==> config.mk <==
export PLATFORM = sky130hd
export DESIGN_NAME = fetch_queue
export DESIGN_NICKNAME = d
export VERILOG_FILES = /design/src/rtl/fetch_pkg.sv /design/src/rtl/fetch_fifo.sv /design/src/rtl/fetch_queue.sv
export SDC_FILE = /design/constraint.sdc
export NUM_CORES = 1
export LEC_CHECK = 0
export CAP_MARGIN = 30
export CORE_MARGIN = 8
export CORE_UTILIZATION = 43
export DETAILED_ROUTE_END_ITERATION = 16
export DONT_BUFFER_PORTS = 1
export HOLD_SLACK_MARGIN = 0.08
export REMOVE_ABC_BUFFERS = 1
export SETUP_SLACK_MARGIN = 0.05
export SLEW_MARGIN = 20
export SYNTH_ARGS = -nofsm -noshare
export SYNTH_HDL_FRONTEND = slang
export SYNTH_SLANG_ARGS = --single-unit
==> constraint.sdc <==
create_clock -name clk -period 3.4 [get_ports clk]
set_input_delay 0.17 -clock clk [delete_from_list [all_inputs] [get_ports clk]]
set_output_delay 0.17 -clock clk [all_outputs]
set_load 0.02 [all_outputs]
==> src/rtl/fetch_pkg.sv <==
// Shared types and defaults for the instruction-fetch stage.
package fetch_pkg;

   localparam logic [31:0] RESET_PC_DEFAULT = 32'h0000_0000;

   // One buffered fetch result: instruction word, its PC and the NPC predicted at fetch time.
   typedef struct packed {
      logic [31:0] inst;
      logic [31:0] pc;
      logic [31:0] pred_npc;
   } fetch_entry_t;

   localparam int unsigned FETCH_ENTRY_W = $bits(fetch_entry_t);

endpackage

==> src/rtl/fetch_fifo.sv <==
// Small circular FIFO holding tagged fetch results; flush has priority over push and pop.
module fetch_fifo #(
   parameter int unsigned DEPTH = 4,
   parameter int unsigned WIDTH = 96
) (
   input  logic                     clk,
   input  logic                     rst_n,
   input  logic                     push,
   input  logic [WIDTH-1:0]         push_data,
   input  logic                     pop,
   input  logic                     flush,
   output logic                     head_valid,
   output logic [WIDTH-1:0]         head_data,
   output logic [$clog2(DEPTH):0]   occupancy
);

   localparam int unsigned PW = $clog2(DEPTH);
   localparam int unsigned CW = PW + 1;
   localparam logic [PW-1:0] PTR_ONE = 1;
   localparam logic [CW-1:0] CNT_ONE = 1;

   logic [WIDTH-1:0] r_mem [DEPTH];
   logic [PW-1:0]    r_wr_ptr;
   logic [PW-1:0]    r_rd_ptr;
   logic [CW-1:0]    r_count;

   logic w_push_en;
   logic w_pop_en;

   assign w_push_en  = push && !flush;
   assign w_pop_en   = pop && !flush && (r_count != '0);
   assign head_valid = (r_count != '0);
   assign head_data  = r_mem[r_rd_ptr];
   assign occupancy  = r_count;

   // Storage array; no reset needed since entries are only read when counted valid.
   always_ff @(posedge clk) begin
      if (w_push_en) begin
         r_mem[r_wr_ptr] <= push_data;
      end
   end

   // Pointer and count update; pointers wrap naturally because DEPTH is a power of two.
   always_ff @(posedge clk or negedge rst_n) begin
      if (!rst_n) begin
         r_wr_ptr <= '0;
         r_rd_ptr <= '0;
         r_count  <= '0;
      end else if (flush) begin
         r_wr_ptr <= '0;
         r_rd_ptr <= '0;
         r_count  <= '0;
      end else begin
         if (w_push_en) begin
            r_wr_ptr <= r_wr_ptr + PTR_ONE;
         end
         if (w_pop_en) begin
            r_rd_ptr <= r_rd_ptr + PTR_ONE;
         end
         unique case ({w_push_en, w_pop_en})
            2'b10:   r_count <= r_count + CNT_ONE;
            2'b01:   r_count <= r_count - CNT_ONE;
            default: r_count <= r_count;
         endcase
      end
   end

endmodule

==> src/rtl/fetch_queue.sv <==
// Fetch stage: PC register, one-deep in-flight tracker for the synchronous imem, and a
// tagged-instruction FIFO towards decode. Redirect discards all wrong-path state.
module fetch_queue
   import fetch_pkg::*;
#(
   parameter int unsigned DEPTH    = 4,
   parameter logic [31:0] RESET_PC = RESET_PC_DEFAULT
) (
   input  logic                     clk,
   input  logic                     rst_n,
   input  logic [31:0]              npc,
   input  logic                     redirect,
   output logic [31:0]              pc_if,
   output logic [31:0]              pc_plus4,
   output logic                     imem_req,
   output logic [31:0]              imem_addr,
   input  logic [31:0]              imem_rdata,
   output logic                     id_valid,
   input  logic                     id_ready,
   output logic [31:0]              id_inst,
   output logic [31:0]              id_pc,
   output logic [31:0]              id_pred_npc,
   output logic [$clog2(DEPTH):0]   occupancy
);

   localparam int unsigned CW = $clog2(DEPTH) + 1;
   localparam logic [CW:0] DEPTH_W = (CW + 1)'(DEPTH);

   logic [31:0]  r_pc;
   logic         r_inflight_v;
   logic [31:0]  r_inflight_pc;
   logic [31:0]  r_inflight_pred;

   logic [CW:0]  w_used;
   logic         w_issue;
   logic         w_push;
   logic         w_pop;
   logic         w_head_valid;
   fetch_entry_t w_push_entry;
   fetch_entry_t w_head;

   // Slots already committed = buffered entries plus the response still on its way back.
   assign w_used   = {1'b0, occupancy} + {{CW{1'b0}}, r_inflight_v};
   assign w_issue  = !redirect && (w_used < DEPTH_W);

   assign pc_if     = r_pc;
   assign pc_plus4  = r_pc + 32'd4;
   assign imem_addr = r_pc;
   assign imem_req  = w_issue && rst_n;

   assign w_push = r_inflight_v && !redirect;
   assign w_pop  = w_head_valid && id_ready && !redirect;

   // Tag the returning word with the PC and prediction captured at request time.
   always_comb begin
      w_push_entry          = '0;
      w_push_entry.inst     = imem_rdata;
      w_push_entry.pc       = r_inflight_pc;
      w_push_entry.pred_npc = r_inflight_pred;
   end

   // PC register and in-flight tracker; redirect overrides issue.
   always_ff @(posedge clk or negedge rst_n) begin
      if (!rst_n) begin
         r_pc            <= RESET_PC;
         r_inflight_v    <= 1'b0;
         r_inflight_pc   <= '0;
         r_inflight_pred <= '0;
      end else if (redirect) begin
         r_pc         <= npc;
         r_inflight_v <= 1'b0;
      end else if (w_issue) begin
         r_pc            <= npc;
         r_inflight_v    <= 1'b1;
         r_inflight_pc   <= r_pc;
         r_inflight_pred <= npc;
      end else begin
         r_inflight_v <= 1'b0;
      end
   end

   fetch_fifo #(
      .DEPTH (DEPTH),
      .WIDTH (FETCH_ENTRY_W)
   ) u_fifo (
      .clk        (clk),
      .rst_n      (rst_n),
      .push       (w_push),
      .push_data  (w_push_entry),
      .pop        (w_pop),
      .flush      (redirect),
      .head_valid (w_head_valid),
      .head_data  (w_head),
      .occupancy  (occupancy)
   );

   assign id_valid    = w_head_valid;
   assign id_inst     = w_head.inst;
   assign id_pc       = w_head.pc;
   assign id_pred_npc = w_head.pred_npc;

endmodule

* After elaboration in Yosys (flattened, before gate mapping)
Memories as Yosys holds them, arrays and structs flattened.
Cells that the tools add are included.
** Storage, ports and cells
- Memories :: 1
- Register bits :: 104
- Bits in writable memories :: 384
- ROM bits :: 0
- Latch bits :: 0
** Operators by class
- Eq/ne operators :: 2
- Multiplexer cells :: 12
- Shift operators :: 0
- Reductions and logical operators :: 15
- $lt $le $gt $ge :: 1
- Bitwise operators :: 1
- Divide/modulo/power cells :: 0
- Multiply operators :: 0
- $add $sub $neg :: 6
** Memories
- u_fifo.r_mem :: words 4, bits a word 96, read ports 1, clocked after Yosys merged registers in 0, wr ports 1, RTL line fetch_fifo.sv:22 : logic [WIDTH-1:0] r_mem [DEPTH];
** Operator list (number)
- $mux W32 :: 2
- $add A32 B3 Y32 const B :: 1
- $logic_and A1 B1 Y1 :: 8
- $mux W2 :: 4
- $pmux W3 S2 :: 1
- $reduce_bool A2 Y1 :: 3
- $reduce_bool A3 Y1 :: 2
- $add A2 B1 Y2 const B :: 2
- $add A3 B1 Y4 :: 1
- $lt A4 B3 Y1 const B :: 1
- $mux W1 :: 4
- $add A3 B1 Y3 const B :: 1
- $mux W3 :: 1
- $sub A3 B1 Y3 const B :: 1
- $eq A2 B1 Y1 const B :: 1
- $eq A2 B2 Y1 const B :: 1
- $reduce_and A2 Y1 :: 1
- $logic_not A1 Y1 :: 1
- $not A1 Y1 :: 1

* Depth between registers and ports, before layout
- Depth in word-level cells :: 8
- Depth in mapped cells :: 6

* Cells and area by module
A second synthesis with hierarchy kept.
** Unflattened totals
- Cell total of the unflattened synthesis :: 891
- Area, all modules :: 18805.5 µm²
** By module, submodules not included
- fetch_fifo :: cells each 554, times used 1, area an instance 14326.2 µm²
- fetch_queue :: cells each 337, times used 1, area an instance 4479.3 µm²

* Worst setup path before layout
Ideal clock, no wire load.
- Kind :: register to register
- Start :: register r_inflight_v
- End :: memory u_fifo.r_mem[0][0], enable pin
- Cell stages (with the launch flop) :: 4
- Library setup time :: 0.466 ns
- Period minus slack after synthesis :: 3.371 ns
- Data required time :: 2.934 ns
- Data arrival time :: 2.905 ns
- Slack :: 0.029 ns
- Path through :: dfrtp_1 > buf_4 > nor2b_1 > and2_1
** On the way
- Longest elaborated chain between the ends :: 4
** Ends and longest elaborated chain
- start: declaration :: RTL line fetch_queue.sv:30 : logic r_inflight_v;
- start signal: assignment :: RTL line fetch_queue.sv:66 : r_inflight_v <= 1'b0;
- start signal: assignment :: RTL line fetch_queue.sv:71 : r_inflight_v <= 1'b0;
- start signal: assignment :: RTL line fetch_queue.sv:74 : r_inflight_v <= 1'b1;
- $logic_and A1 B1 Y1 :: RTL line fetch_queue.sv:51 : assign w_push = r_inflight_v && !redirect;
- $logic_and A1 B1 Y1 :: RTL line fetch_fifo.sv:30 : assign w_push_en = push && !flush;
- $mux W1 :: RTL line fetch_fifo.sv:38 : if (w_push_en) begin
- $mux W1 (not written as such) :: RTL line fetch_fifo.sv:39 : r_mem[r_wr_ptr] <= push_data;
- end: declaration :: RTL line fetch_fifo.sv:22
Every way passes these cells.

* Final worst setup path
- Start :: register r_pc[3] (netlist: imem_addr[3])
- End :: output port pc_plus4[26]
** On the way
- Longest elaborated chain between the ends :: 1
** Ends and longest elaborated chain
- start: declaration :: RTL line fetch_queue.sv:29 : logic [31:0] r_pc;
- start signal: assignment :: RTL line fetch_queue.sv:70 : r_pc <= npc;
- start signal: assignment :: RTL line fetch_queue.sv:73 : r_pc <= npc;
- $add A32 B3 Y32 :: RTL line fetch_queue.sv:47 : assign pc_plus4 = r_pc + 32'd4;
- end: declaration :: RTL line fetch_queue.sv:14 : output logic [31:0] pc_plus4,
Every way passes these cells.

==> results.md <==
* Worst-path clk slew at 0.06 ns
* Core box area at 43,000 um2
* Tcrit/Tclk final at 0.878
* Syn Inst Count at 867
* Most used cell, CP: buf_4
* HP Class: primary input to flop
* Synthesis-stage register bit count at 488
* Clk sinks at 488
* Critical-path cell list: ha_1 > nand4_1 > nor4_4 > buf_4 > nand3_1 > xnor2_1 > buf_4
* Final Worst Setup Slack at 0.415 ns
* Vias at 8,423
* Post-CTS Setup Bufs at 0
* Dpl cell area at 19,400 um2
* Syn. warnings at 0
* Number of antenna violations at the first check in global routing at 3
* Fin. max-slew vios at 0
* Clk_lat worst skew at 0.57 ns
* Hold Vio Cnt, Final at 0
* Clock root buffer: clkbuf_16
* Cell variety after synth at 34
* Ys async rst share at 0.213
* Post-synthesis sequential area ratio at 0.757
* Slew @ Worst Pin at 0.672 ns
* Dpl cells at 1,426
* Chip height at 224 um
* Post-route ant nets at 0
* First-pass iteration count of the detailed router at 4
* FP Rows at 76
* CP max stage delay at 0.56 ns
* Post-synth EDFFs at 384
* Relative slew margins at 0.552
* Max-Cap Viols at 0
* Yosys top cell area share at 0.618
* Pin count of the biggest net entering global routing at 105
* CTS tree: built
* Post-synth top area cell: edfxtp_1
* Critical path class: flop to primary output
* Die area at 50,300 um2
* Top post-synthesis cells by area: edfxtp_1 62%, dfrtp_1 14%, mux4_2 12%
* Routability-driven placement congestion ratio at 0.693
* Cell with the most instances after synthesis: edfxtp_1
* Minimum clock period after layout at 2.98 ns
* GRT Total Usage at 0.163
* Share of layout cells above drive strength 1 at 0.325
* Sum Neg Setup Slack at 0 ns
* Avg Cell Area, Syn at 21.5 um2
* Max Root-Sink Buffers at 3
* Clk_skew at 0.0140 ns
* Ys flop type: edfxtp_1
* Drt wl/cell at 25.7 um
* Pre-CTS WS at 0.852 ns
* I/O pin cnt at 265
* CTS Buf Count at 50
* Overflow left after global routing at 0
* First-pass GRT wire length at 61,200 um
* DR DRC count at 0
* Maximum VDD drop at 521 uV
* Critical Path AT at 2.81 ns
* PortBufs at 0
* CP delay by family, top: simple AND/OR/NAND/NOR gates
* Post-Layout Cell Count at 1,589
* Initial core utilization at 0.434
* Leakage at 7.31 nW
* Vias in the first global route at 8,932
* Crit. End Element: primary output
* Final instance area at 21,900 um2
* HPWL Detailed at 24,500 um
* Outcome: finished, final reports clean
* Critical path's slowest cell: dfrtp_2
* Pwr Density at 814 nW/um2
* Power Total at 17.9 mW
* Setup Viol. Count Final at 0
* Area delta synth->final at 17.5%
* Drt total wl at 40,800 um
* Number of H-tree levels at 2
* Crit path max fanout at 7
* Mapped Area at 18,700 um2
* RSZ-0062 raised after global routing: no
* Startpoint type of the worst setup path: flop
* Top cells by count, synth: 384 x edfxtp_1, 104 x dfrtp_1, 96 x mux2_2, 96 x mux4_2, 42 x buf_4
* Nets at 1,036
* DRT iter0 DRCs at 568
* Chip width at 224 um
* CP required at 3.23 ns
* Vias per inst at 5.30
* Fmax at 335 MHz
* Bufs and invs on worst path at 2
[final cells by class]
type / instances / area [um2]
antenna: 2 / 5.00
clock buffer: 63 / 1360
clock inverter: 29 / 423
fill: 3500 / 21000
inverter: 5 / 18.8
multi-input combinational: 305 / 4100
sequential: 488 / 14100
tap: 585 / 732
timing repair buffer: 112 / 1160
[timing repair]
| action | CTS | global route |
|---|---|---|
| endpoints found under the setup margin | 0 | 2 |
| hold buffers | 69 | 0 |
| gates resized for setup | 0 | 1 |
| endpoints found under the hold margin | 303 | 0 |
[placed cells by master (no fill, tap or decap), types with 2 or more instances in the layout]
master and n:
edfxtp_1 384, dfrtp_1 101, mux4_2 96, mux2_2 96, dlygate4sd3_1 68, clkbuf_16 51
buf_4 33, xnor2_1 23, nand3_1 14, bufinv_16 11, buf_12 10, xor2_1 9
nor2_1 9, clkbuf_1 8, nand4_1 7, nand2_1 7, clkinv_1 7, clkinv_2 7
and3_1 6, inv_1 5, ha_1 5, nor3_1 4, and2_4 4, clkbuf_8 4
nand2b_1 3, clkinvlp_4 3, diode_2 2, and4_1 2, nor4_4 2, nor4_1 2
o21ai_0 2, mux2i_1 2, dfrtp_4 2
[state kept, by name, indices dropped and copies added, names as in the netlist]
signal / flops
u_fifo.r_mem: 384
u_fifo.r_rd_ptr: 2
r_inflight_pc: 32
u_fifo.r_wr_ptr: 2
r_inflight_pred: 32
imem_addr: 32
r_inflight_v: 1
u_fifo.occupancy: 3
[metrics by stage]
step	util	hold slack, ns
floorplan	-	-0.126
global placement	0.452	-0.121
detailed placement	0.452	-0.120
CTS	0.510	0.0902
global route	0.510	0.113
finish	0.510	0.125
[kinds of logic after synthesis]
family	after synthesis	synth area share
flip-flops	488	0.757
XOR/XNOR	32	0.0150
adder cells (fa/ha/maj)	6	0.00442
multiplexers	194	0.175
buffers and inverters	74	0.0245
AND/OR/NAND/NOR	67	0.0220
AO/OA/AOI/OAI	6	0.00221
[worst paths after layout]
path                                                 start                              end  slack (ns)  depth (start not counted)
max                               imem_addr[3]$_DFFE_PN0P_                     pc_plus4[26]        0.42                          7
min                                               redirect        imem_addr[29]$_DFFE_PN0P_        0.12                          3
max reg2reg                u_fifo.occupancy[0]$_DFFE_PN0P_  u_fifo.occupancy[2]$_DFFE_PN0P_        1.18                          6
min reg2reg                   r_inflight_pc[5]$_DFFE_PN0P_    u_fifo.r_mem[1][37]$_DFFE_PP_        0.51                          0
max in group asynchronous                            rst_n         imem_addr[3]$_DFFE_PN0P_        2.62                          2
min in group asynchronous                            rst_n  r_inflight_pred[20]$_DFFE_PN0P_        0.24                          2
[metal layers]
metal	global-route usage	part of all wire	up-vias	routed length, um
met5	0	0.00039	-	16
met4	0.0445	0.018	2	722
met3	0.0509	0.073	59	2980
met2	0.252	0.47	242	19200
met1	0.223	0.44	4469	17800
li1	-	-	3651	-
[where the power goes]
part / switching (mW) / internal (mW)
Clock: 2.24 / 3.66
Combinational: 2.22 / 1.52
Sequential: 0.755 / 7.47
Total: 5.21 / 12.7
[tightest hold or removal path: stages]
cell and delay [ns]:
nor2_4 0.02, buf_4 0.21, mux2_2 0.25
No activity file was read; power rests on OpenSTA's default activity.
